===== config.mk =====
export PLATFORM = sky130hd
export DESIGN_NAME = divider4_flat
export DESIGN_NICKNAME = d
export VERILOG_FILES = /design/src/rtl/arith_pkg.sv /design/src/rtl/divider4_if.sv /design/src/rtl/div_step.sv /design/src/rtl/divider4.sv /design/src/flat_wrapper.sv
export SDC_FILE = /design/constraint.sdc
export NUM_CORES = 1
export LEC_CHECK = 0
export CELL_PAD_IN_SITES_DETAIL_PLACEMENT = 0
export CELL_PAD_IN_SITES_GLOBAL_PLACEMENT = 2
export CORE_MARGIN = 2
export CORE_UTILIZATION = 32
export DETAILED_ROUTE_END_ITERATION = 12
export PLACE_DENSITY = 0.85
export SLEW_MARGIN = 20
export SYNTH_ARGS = -nofsm -noshare
export SYNTH_HDL_FRONTEND = slang
export SYNTH_HIERARCHICAL = 1
export SYNTH_SLANG_ARGS = --single-unit

===== constraint.sdc =====
create_clock -name clk -period 2.5 [get_ports clk]
set_input_delay 0.25 -clock clk [delete_from_list [all_inputs] [get_ports clk]]
set_output_delay 0.25 -clock clk [all_outputs]
set_load 0.1 [all_outputs]

===== src/rtl/arith_pkg.sv =====
// Shared definitions for the arithmetic unit (divider4 and its neighbours).
//   DW / VW        : default dividend/quotient and divisor/remainder widths
//   div_state_t    : divider control states
//   DIV_ZERO_QUOT  : quotient reported for a division by zero
package arith_pkg;
    localparam int DW = 16;
    localparam int VW = 4;

    typedef enum logic [1:0] {
        IDLE = 2'd0,
        RUN  = 2'd1,
        DONE = 2'd2
    } div_state_t;

    localparam logic [DW-1:0] DIV_ZERO_QUOT = '1;
endpackage


===== src/rtl/divider4_if.sv =====
// Handshake/operand bundle for the sequential divider.
//   start, ina, inb                   : requester -> divider
//   busy, done, quot, rem, div_zero   : divider -> requester
interface divider4_if #(
    parameter int DW = arith_pkg::DW,
    parameter int VW = arith_pkg::VW
);
    logic          start;
    logic [DW-1:0] ina;
    logic [VW-1:0] inb;
    logic          busy;
    logic          done;
    logic [DW-1:0] quot;
    logic [VW-1:0] rem;
    logic          div_zero;

    modport master (output start, ina, inb,
                    input  busy, done, quot, rem, div_zero);
    modport slave  (input  start, ina, inb,
                    output busy, done, quot, rem, div_zero);
endinterface


===== src/rtl/div_step.sv =====
// One restoring-division step (combinational).
//   pr     : current partial remainder (always < divisor, so VW bits suffice)
//   q_msb  : quotient register MSB shifted into the remainder
//   dvs    : divisor
//   pr_nxt : next partial remainder
//   q_bit  : quotient bit shifted into q[0]
module div_step #(
    parameter int VW = 4
) (
    input  logic [VW-1:0] pr,
    input  logic          q_msb,
    input  logic [VW-1:0] dvs,
    output logic [VW-1:0] pr_nxt,
    output logic          q_bit
);
    logic [VW:0] t;

    assign t     = {pr, q_msb};
    assign q_bit = (t >= {1'b0, dvs});
    // t < 2*dvs, so the difference always fits back into VW bits.
    assign pr_nxt = q_bit ? VW'(t - {1'b0, dvs}) : t[VW-1:0];
endmodule


===== src/rtl/divider4.sv =====
// Sequential restoring divider: DW-bit dividend / VW-bit divisor, one
// quotient bit per clock, start/busy/done handshake.
//   clk, rst_n : clock, asynchronous active-low reset
//   bus        : divider4_if slave (start/ina/inb in, busy/done/quot/rem/div_zero out)
// Results are registered and only change on entry to DONE.
module divider4 #(
    parameter int DW = arith_pkg::DW,
    parameter int VW = arith_pkg::VW
) (
    input  logic       clk,
    input  logic       rst_n,
    divider4_if.slave  bus
);
    import arith_pkg::*;

    localparam int CW = $clog2(DW);

    localparam logic [1:0] ST_IDLE = IDLE;
    localparam logic [1:0] ST_RUN  = RUN;
    localparam logic [1:0] ST_DONE = DONE;

    logic [1:0]    state_q, state_d;
    logic [CW-1:0] cnt_q,   cnt_d;
    logic [VW-1:0] dvs_q,   dvs_d;
    logic [VW-1:0] pr_q,    pr_d;
    logic [DW-1:0] q_q,     q_d;
    logic [DW-1:0] quot_q,  quot_d;
    logic [VW-1:0] rem_q,   rem_d;
    logic          dz_q,    dz_d;

    logic [VW-1:0] pr_nxt;
    logic          q_bit;
    logic          accept;

    div_step #(.VW(VW)) u_step (
        .pr     (pr_q),
        .q_msb  (q_q[DW-1]),
        .dvs    (dvs_q),
        .pr_nxt (pr_nxt),
        .q_bit  (q_bit)
    );

    // DONE accepts too, so back-to-back operations need no idle gap.
    assign accept = bus.start && (state_q == ST_IDLE || state_q == ST_DONE);

    always_comb begin
        state_d = state_q;
        cnt_d   = cnt_q;
        dvs_d   = dvs_q;
        pr_d    = pr_q;
        q_d     = q_q;
        quot_d  = quot_q;
        rem_d   = rem_q;
        dz_d    = dz_q;
        case (state_q)
            ST_IDLE, ST_DONE: begin
                state_d = ST_IDLE;
                if (accept) begin
                    dvs_d = bus.inb;
                    q_d   = bus.ina;
                    pr_d  = '0;
                    cnt_d = '0;
                    if (bus.inb == '0) begin
                        // No iterations: publish the divide-by-zero result now.
                        state_d = ST_DONE;
                        quot_d  = '1;
                        rem_d   = '0;
                        dz_d    = 1'b1;
                    end else begin
                        state_d = ST_RUN;
                    end
                end
            end
            ST_RUN: begin
                q_d   = {q_q[DW-2:0], q_bit};
                pr_d  = pr_nxt;
                cnt_d = cnt_q + CW'(1);
                if (cnt_q == CW'(DW-1)) begin
                    state_d = ST_DONE;
                    quot_d  = {q_q[DW-2:0], q_bit};
                    rem_d   = pr_nxt;
                    dz_d    = 1'b0;
                end
            end
            default: state_d = ST_IDLE;
        endcase
    end

    always_ff @(posedge clk or negedge rst_n) begin
        if (!rst_n) begin
            state_q <= ST_IDLE;
            cnt_q   <= '0;
            dvs_q   <= '0;
            pr_q    <= '0;
            q_q     <= '0;
            quot_q  <= '0;
            rem_q   <= '0;
            dz_q    <= 1'b0;
        end else begin
            state_q <= state_d;
            cnt_q   <= cnt_d;
            dvs_q   <= dvs_d;
            pr_q    <= pr_d;
            q_q     <= q_d;
            quot_q  <= quot_d;
            rem_q   <= rem_d;
            dz_q    <= dz_d;
        end
    end

    assign bus.busy     = (state_q == ST_RUN);
    assign bus.done     = (state_q == ST_DONE);
    assign bus.quot     = quot_q;
    assign bus.rem      = rem_q;
    assign bus.div_zero = dz_q;
endmodule

===== src/flat_wrapper.sv =====
// flat-port wrapper written by rule: the top's interface ports become plain ports
module divider4_flat import arith_pkg::*;
#(
    parameter int DW = arith_pkg::DW,
    parameter int VW = arith_pkg::VW
)
  (clk, rst_n, bus_start, bus_ina, bus_inb, bus_busy, bus_done, bus_quot, bus_rem, bus_div_zero);
  divider4_if #(.DW(DW), .VW(VW)) bus_i ();
  input  logic clk;
  input  logic rst_n;
  input wire logic [$bits(bus_i.start)-1:0] bus_start;
  input wire logic [$bits(bus_i.ina)-1:0] bus_ina;
  input wire logic [$bits(bus_i.inb)-1:0] bus_inb;
  output wire logic [$bits(bus_i.busy)-1:0] bus_busy;
  output wire logic [$bits(bus_i.done)-1:0] bus_done;
  output wire logic [$bits(bus_i.quot)-1:0] bus_quot;
  output wire logic [$bits(bus_i.rem)-1:0] bus_rem;
  output wire logic [$bits(bus_i.div_zero)-1:0] bus_div_zero;
  assign bus_i.start = bus_start;
  assign bus_i.ina = bus_ina;
  assign bus_i.inb = bus_inb;
  assign bus_busy = bus_i.busy;
  assign bus_done = bus_i.done;
  assign bus_quot = bus_i.quot;
  assign bus_rem = bus_i.rem;
  assign bus_div_zero = bus_i.div_zero;
  divider4 #(.DW(DW), .VW(VW)) u_core (.clk(clk), .rst_n(rst_n), .bus(bus_i));
endmodule

==> impl_metrics.json, run 1 <==
{
  "synth_mux_area_share_pct": 11.94,
  "num_rows": 31,
  "vias_per_cell": 4.445,
  "fin_cells": 380,
  "dpl.hpwl_mm": 3.481,
  "cp.arrival_ns": 2.22,
  "synth_xor_area_share_pct": 0.3698,
  "fmax_mhz": 493.8,
  "synth-edff-count": 0,
  "antenna_left": 0,
  "worst_setup_path_end_kind": "flip-flop",
  "numCtsBuffers": 5,
  "synth_top_family_by_area": "simple AND/OR/NAND/NOR gates",
  "synthSimpleGateAreaFrac_pct": 15.64,
  "die_w_um": 90.03,
  "io_pins": 46,
  "relSlewSlack_pct": 56.33,
  "fillers": 738,
  "syn2layout_area_growth_pct": 25.41,
  "hold_viol": 0,
  "period_share_pct": 81.00,
  "synth_top_flop_cell": "dfrtp_1",
  "synth_cell_types": 34,
  "drv_slew": 0,
  "synth_top_area_cell": "dfrtp_1",
  "final_nets": 309,
  "synthAdderAreaFrac_pct": 3.487,
  "core_mm2": 0.007214,
  "postSynthAreaPerCell_um2": 10.21,
  "synthTopCellsByCount": "dfrtp_1 (51), nand2_1 (47), nor2_1 (22), inv_1 (21), mux2i_1 (20)",
  "syn-cell-area_mm2": 0.002369,
  "skew_ns": 0.01396,
  "wire_per_inst_um": 13.12,
  "synth.area.top_cells": "dfrtp_1 (54%), mux2i_1 (8.5%), nand2_1 (7.4%), a31oi_1 (4.2%), nor2_1 (3.5%)",
  "hold_class": "in2async",
  "drt-total-wl_mm": 4.984,
  "synth_top_area_share_pct": 53.88,
  "start_util_pct": 32.83,
  "drtIter0Drc": 66,
  "cp.required_ns": 2.69,
  "crit_top_cell": "mux2_4",
  "route.vias.total": 1689,
  "r2r_cells": 7,
  "synth_nets": 261,
  "layout-drive-gt1-share_pct": 18.15,
  "worstSetupPathType": "reg2reg",
  "rsz0062_at_grt": "false",
  "antenna_cells": 0,
  "cts_setup_buffers": 0,
  "final.min_clock_period_ns": 2.025,
  "seq_area_frac_synth_pct": 53.88,
  "max_stage_delay_ns": 0.41,
  "grt_overflow": 0,
  "synth_warnings": 6,
  "setup_violations": 0,
  "clockBufferDepth": 2,
  "syn_inst": 232,
  "worst-path-max-fanout": 4,
  "grt_max_degree": 52,
  "ctsHoldBuffers": 0,
  "status": "finished, final reports clean",
  "final_util_pct": 41.17,
  "synth_seq_cells": 51,
  "io_buffers": 45,
  "drc": 0,
  "synth_most_common_cell": "dfrtp_1",
  "cts_resized": 0,
  "cts_root_buf": "clkbuf_8",
  "grt_first_pass_wirelength_mm": 8.438,
  "slowest_stage": "dfrtp_1",
  "cp-start-kind": "flip-flop",
  "max_slew.worst_pin.slew_ns": 0.6551,
  "dieArea_mm2": 0.008105,
  "fp.dieH_um": 90.03,
  "path_clk_slew_ns": 0.09,
  "track_usage_pct": 12.99,
  "antenna_found_initial": 0,
  "cp_cell_sequence": "ha_1 -> nand4_1 -> nand2_1 -> nor2_4 -> mux2_4 -> and2_1 -> mux2_4",
  "grt_pass1_vias": 1658,
  "max_cap_violations": 0,
  "tns_ns": 0,
  "cts_tree": "done",
  "placedCellCount": 372,
  "dr.pass1.iters": 4,
  "insertion_delay_ns": 0.31,
  "synth_compound_area_share_pct": 8.452,
  "htreeDepth": 2,
  "clock_sinks": 51,
  "routabilityCongestion": 0.7699,
  "ys_async_sr_fraction_pct": 100.0
}
==> sequential cells by signal, summed over array words and instances (netlist names) <==
register	count
u_core/bus.rem	4
u_core/cnt_q	4
u_core/bus.quot	16
u_core/pr_q	4
u_core/state_q	2
u_core/dvs_q	4
u_core/q_q	16
u_core/bus.div_zero	1
==> path summary, 6_finish.rpt <==
kind	from	end	slack [ns]
max	u_core/pr_q[1]	u_core/bus.rem[2]	0.47
min	rst_n	u_core/pr_q[3]	0.05
max reg2reg	u_core/pr_q[1]	u_core/bus.rem[2]	0.47
min reg2reg	u_core/cnt_q[3]	u_core/cnt_q[3]	0.48
max in group asynchronous	rst_n	u_core/q_q[7]	2.00
min in group clk	u_core/cnt_q[3]	u_core/cnt_q[3]	0.48
==> worst max-delay path: cells and delay by family (launching register included) <==
family                   cells  cell delay [ns]
AND/OR/NAND/NOR              4             0.58
flip-flops                   1             0.41
multiplexers                 2             0.56
adder cells (fa/ha/maj)      1             0.36
==> logic make-up after synthesis <==
family / count (synthesis)
AND/OR/NAND/NOR: 86
XOR/XNOR: 1
flip-flops: 51
adder cells (fa/ha/maj): 6
multiplexers: 26
buffers and inverters: 34
AO/OA/AOI/OAI: 28
==> metal layers <==
layer	global-route usage, %	up-vias	routed length (um)
met5	0	-	0
met4	3.590	0	80
met3	3.856	6	197
met2	19.36	33	2225
met1	18.41	789	2480
li1	-	861	-
==> per-stage QoR <==
step | hold WS [ns] | setup WS, ns | instance area [um^2]
after CTS | 0.07379 | 0.4488 | 2970
after global routing | 0.1105 | 0.3308 | 2970
final | 0.04618 | 0.4749 | 2970
after floorplan | -0.04559 | 0.2226 | 2369
after detailed placement | 0.4093 | 0.3143 | 2887
after global placement | 0.4159 | 0.3740 | 2887
==> layout by cell type (no fill, tap or decap), types with 2 or more instances in the layout <==
| master | synthesis | routed |
|---|---|---|
| nand3_1 | 2 | 2 |
| inv_1 | 21 | 21 |
| and2_1 | 4 | 4 |
| mux2_2 | 2 | 2 |
| nand4_1 | 2 | 2 |
| mux2i_1 | 20 | 20 |
| nand2_1 | 47 | 47 |
| buf_4 | 0 | 29 |
| ha_1 | 5 | 5 |
| clkinv_2 | 0 | 3 |
| a22o_1 | 2 | 2 |
| dfrtp_1 | 51 | 51 |
| clkdlybuf4s50_1 | 0 | 21 |
| nand2b_1 | 3 | 3 |
| a31oi_1 | 16 | 16 |
| clkbuf_8 | 0 | 5 |
| mux2_4 | 4 | 4 |
| nor2_1 | 22 | 22 |
| a21o_1 | 4 | 4 |
| nor3_1 | 2 | 2 |
==> area by class of cell <==
class | count | area [um^2] | share of cell area (%)
clock buffers | 5 | 68.82 | 2.317
clock inverters | 3 | 15.01 | 0.5055
inverters | 23 | 86.33 | 2.906
multi-input cells | 147 | 947.2 | 31.89
flip-flops and latches | 51 | 1276 | 42.97
well taps | 99 | 123.9 | 4.170
repair buffers | 52 | 452.9 | 15.25
Power of run 1 is not shown: default switching activity piles up to over one toggle a cycle in this logic, so the estimate is an artifact.
==> run 2: changes to the inputs <==
clock period = 2 ns   (was 2.5 ns; I/O delays follow)
==> run 2 against run 1 <==
  * Register-to-register slack worse by 0.37 ns
  * Via count is 2.3% higher
  * First-iteration DRC count is 21% lower
  * Critical path depth is 1 higher
  * Routed wire length is 0.32% higher
  * Critical path type unchanged
  * Critical endpoint unchanged
  * Highest routed layer unchanged
==> impl_metrics.json, run 2 (same netlist as run 1, synthesis figures left out) <==
{
  "hold_class": "in2async",
  "dieArea_mm2": 0.008105,
  "max_slew.worst_pin.slew_ns": 0.3576,
  "fp.dieH_um": 90.03,
  "fmax_mhz": 526.6,
  "max_cap_violations": 0,
  "cp.arrival_ns": 2.09,
  "clock_sinks": 51,
  "cp-start-kind": "flip-flop",
  "grt_pass1_vias": 1765,
  "start_util_pct": 32.83,
  "cp.required_ns": 2.19,
  "drtIter0Drc": 52,
  "hold_viol": 0,
  "layout-drive-gt1-share_pct": 20.63,
  "io_buffers": 45,
  "syn2layout_area_growth_pct": 30.64,
  "insertion_delay_ns": 0.31,
  "pre_cts_ws_ns": -0.03561,
  "core_mm2": 0.007214,
  "skew_ns": 0.01207,
  "clockBufferDepth": 2,
  "tns_ns": 0,
  "drt-total-wl_mm": 5.000,
  "drv_slew": 0,
  "grt_first_pass_wirelength_mm": 8.700,
  "grt_overflow": 0,
  "worst_setup_path_end_kind": "flip-flop",
  "io_pins": 46,
  "drc": 0,
  "grt_max_degree": 36,
  "cts_tree": "done",
  "antenna_found_initial": 0,
  "routabilityCongestion": 0.7356,
  "wire_per_inst_um": 12.99,
  "worst-path-max-fanout": 2,
  "relSlewSlack_pct": 76.07,
  "antenna_left": 0,
  "htreeDepth": 2,
  "worstSetupPathType": "reg2reg",
  "dr.pass1.iters": 4,
  "route.vias.total": 1728,
  "mostFrequentLayoutCells": "dfrtp_1 (51), nand2_1 (47), buf_4 (31)",
  "dpl.hpwl_mm": 3.601,
  "final_common_cell": "dfrtp_1",
  "fillers": 738,
  "antenna_cells": 0,
  "worst_slack_ns": 0.1012,
  "final_nets": 314,
  "die_w_um": 90.03,
  "num_rows": 31,
  "track_usage_pct": 13.21,
  "rsz0062_at_grt": "false",
  "setup_violations": 0,
  "path_clk_slew_ns": 0.10,
  "vias_per_cell": 4.488,
  "period_share_pct": 94.94,
  "numCtsBuffers": 5,
  "cts_root_buf": "clkbuf_8",
  "final.min_clock_period_ns": 1.899,
  "status": "finished, final reports clean"
}
[run 2: changes by cell type in the layout (fill, tap and decap cells not counted), moves of 2 or more]
cell	delta
buf_12	+2
buf_4	+2
ha_1	-2
ha_4	+2
[run 2: final cells by class]
| type | count | area, um^2 | area share [%] |
|---|---|---|---|
| Multi-Input combinational cell | 147 | 975.9 | 31.54 |
| Clock buffer | 5 | 68.82 | 2.224 |
| Sequential cell | 51 | 1276 | 41.25 |
| Inverter | 23 | 87.58 | 2.831 |
| Tap cell | 99 | 123.9 | 4.003 |
| Clock inverter | 3 | 43.79 | 1.415 |
| Timing Repair Buffer | 57 | 518.0 | 16.74 |
[run 2: repair_timing]
item                                    4_1_cts  5_1_grt
setup buffers                                 0        2
endpoints found under the setup margin        0        1
resized for setup                             0        4
hold buffers                                  1        0
hold endpoints to repair                     14        0
[run 2: path summary, 6_finish.rpt]
path,startpoint,cells past startpoint,slack [ns],end
worst max-delay path,u_core/q_q[15],8,0.10,u_core/bus.rem[2]
worst min-delay path,rst_n,2,0.31,u_core/q_q[3]
worst max register to register,u_core/q_q[15],8,0.10,u_core/bus.rem[2]
worst min register to register,u_core/dvs_q[3],2,0.49,u_core/dvs_q[3]
max in group asynchronous,rst_n,3,1.08,u_core/pr_q[0]
min in group clk,bus_ina[3],3,0.44,u_core/q_q[3]
[run 2: routing by layer]
layer  track usage (%)  routed length, um  up-vias
met3             3.604                183        4
met1             18.16               2374      828
met2             20.49               2391       28
li1                  -                  -      868
met5                 0                  0        -
met4             3.846                 51        0
[run 2: critical path, cell delays in order (launching register included)]
cell and delay (ns):
dfrtp_1 0.36, inv_1 0.06, ha_1 0.32, nand4_1 0.11, nand2_1 0.11, nor2_4 0.13, mux2_4 0.29, and2_1 0.15
mux2_4 0.25
[run 2: metrics by stage]
stage,hold WS [ns],cell area (um^2),utilization (%),instances
6_report,0.3145,3094,42.89,385
5_1_grt,0.3517,3094,42.89,385
4_1_cts,0.3290,3048,42.25,383
3_5_place_dp,0.1310,2925,40.55,374
3_3_place_gp,0.1325,2925,40.55,374
2_1_floorplan,-0.09559,2370,-,232
Power of run 2 is left out for the same reason.
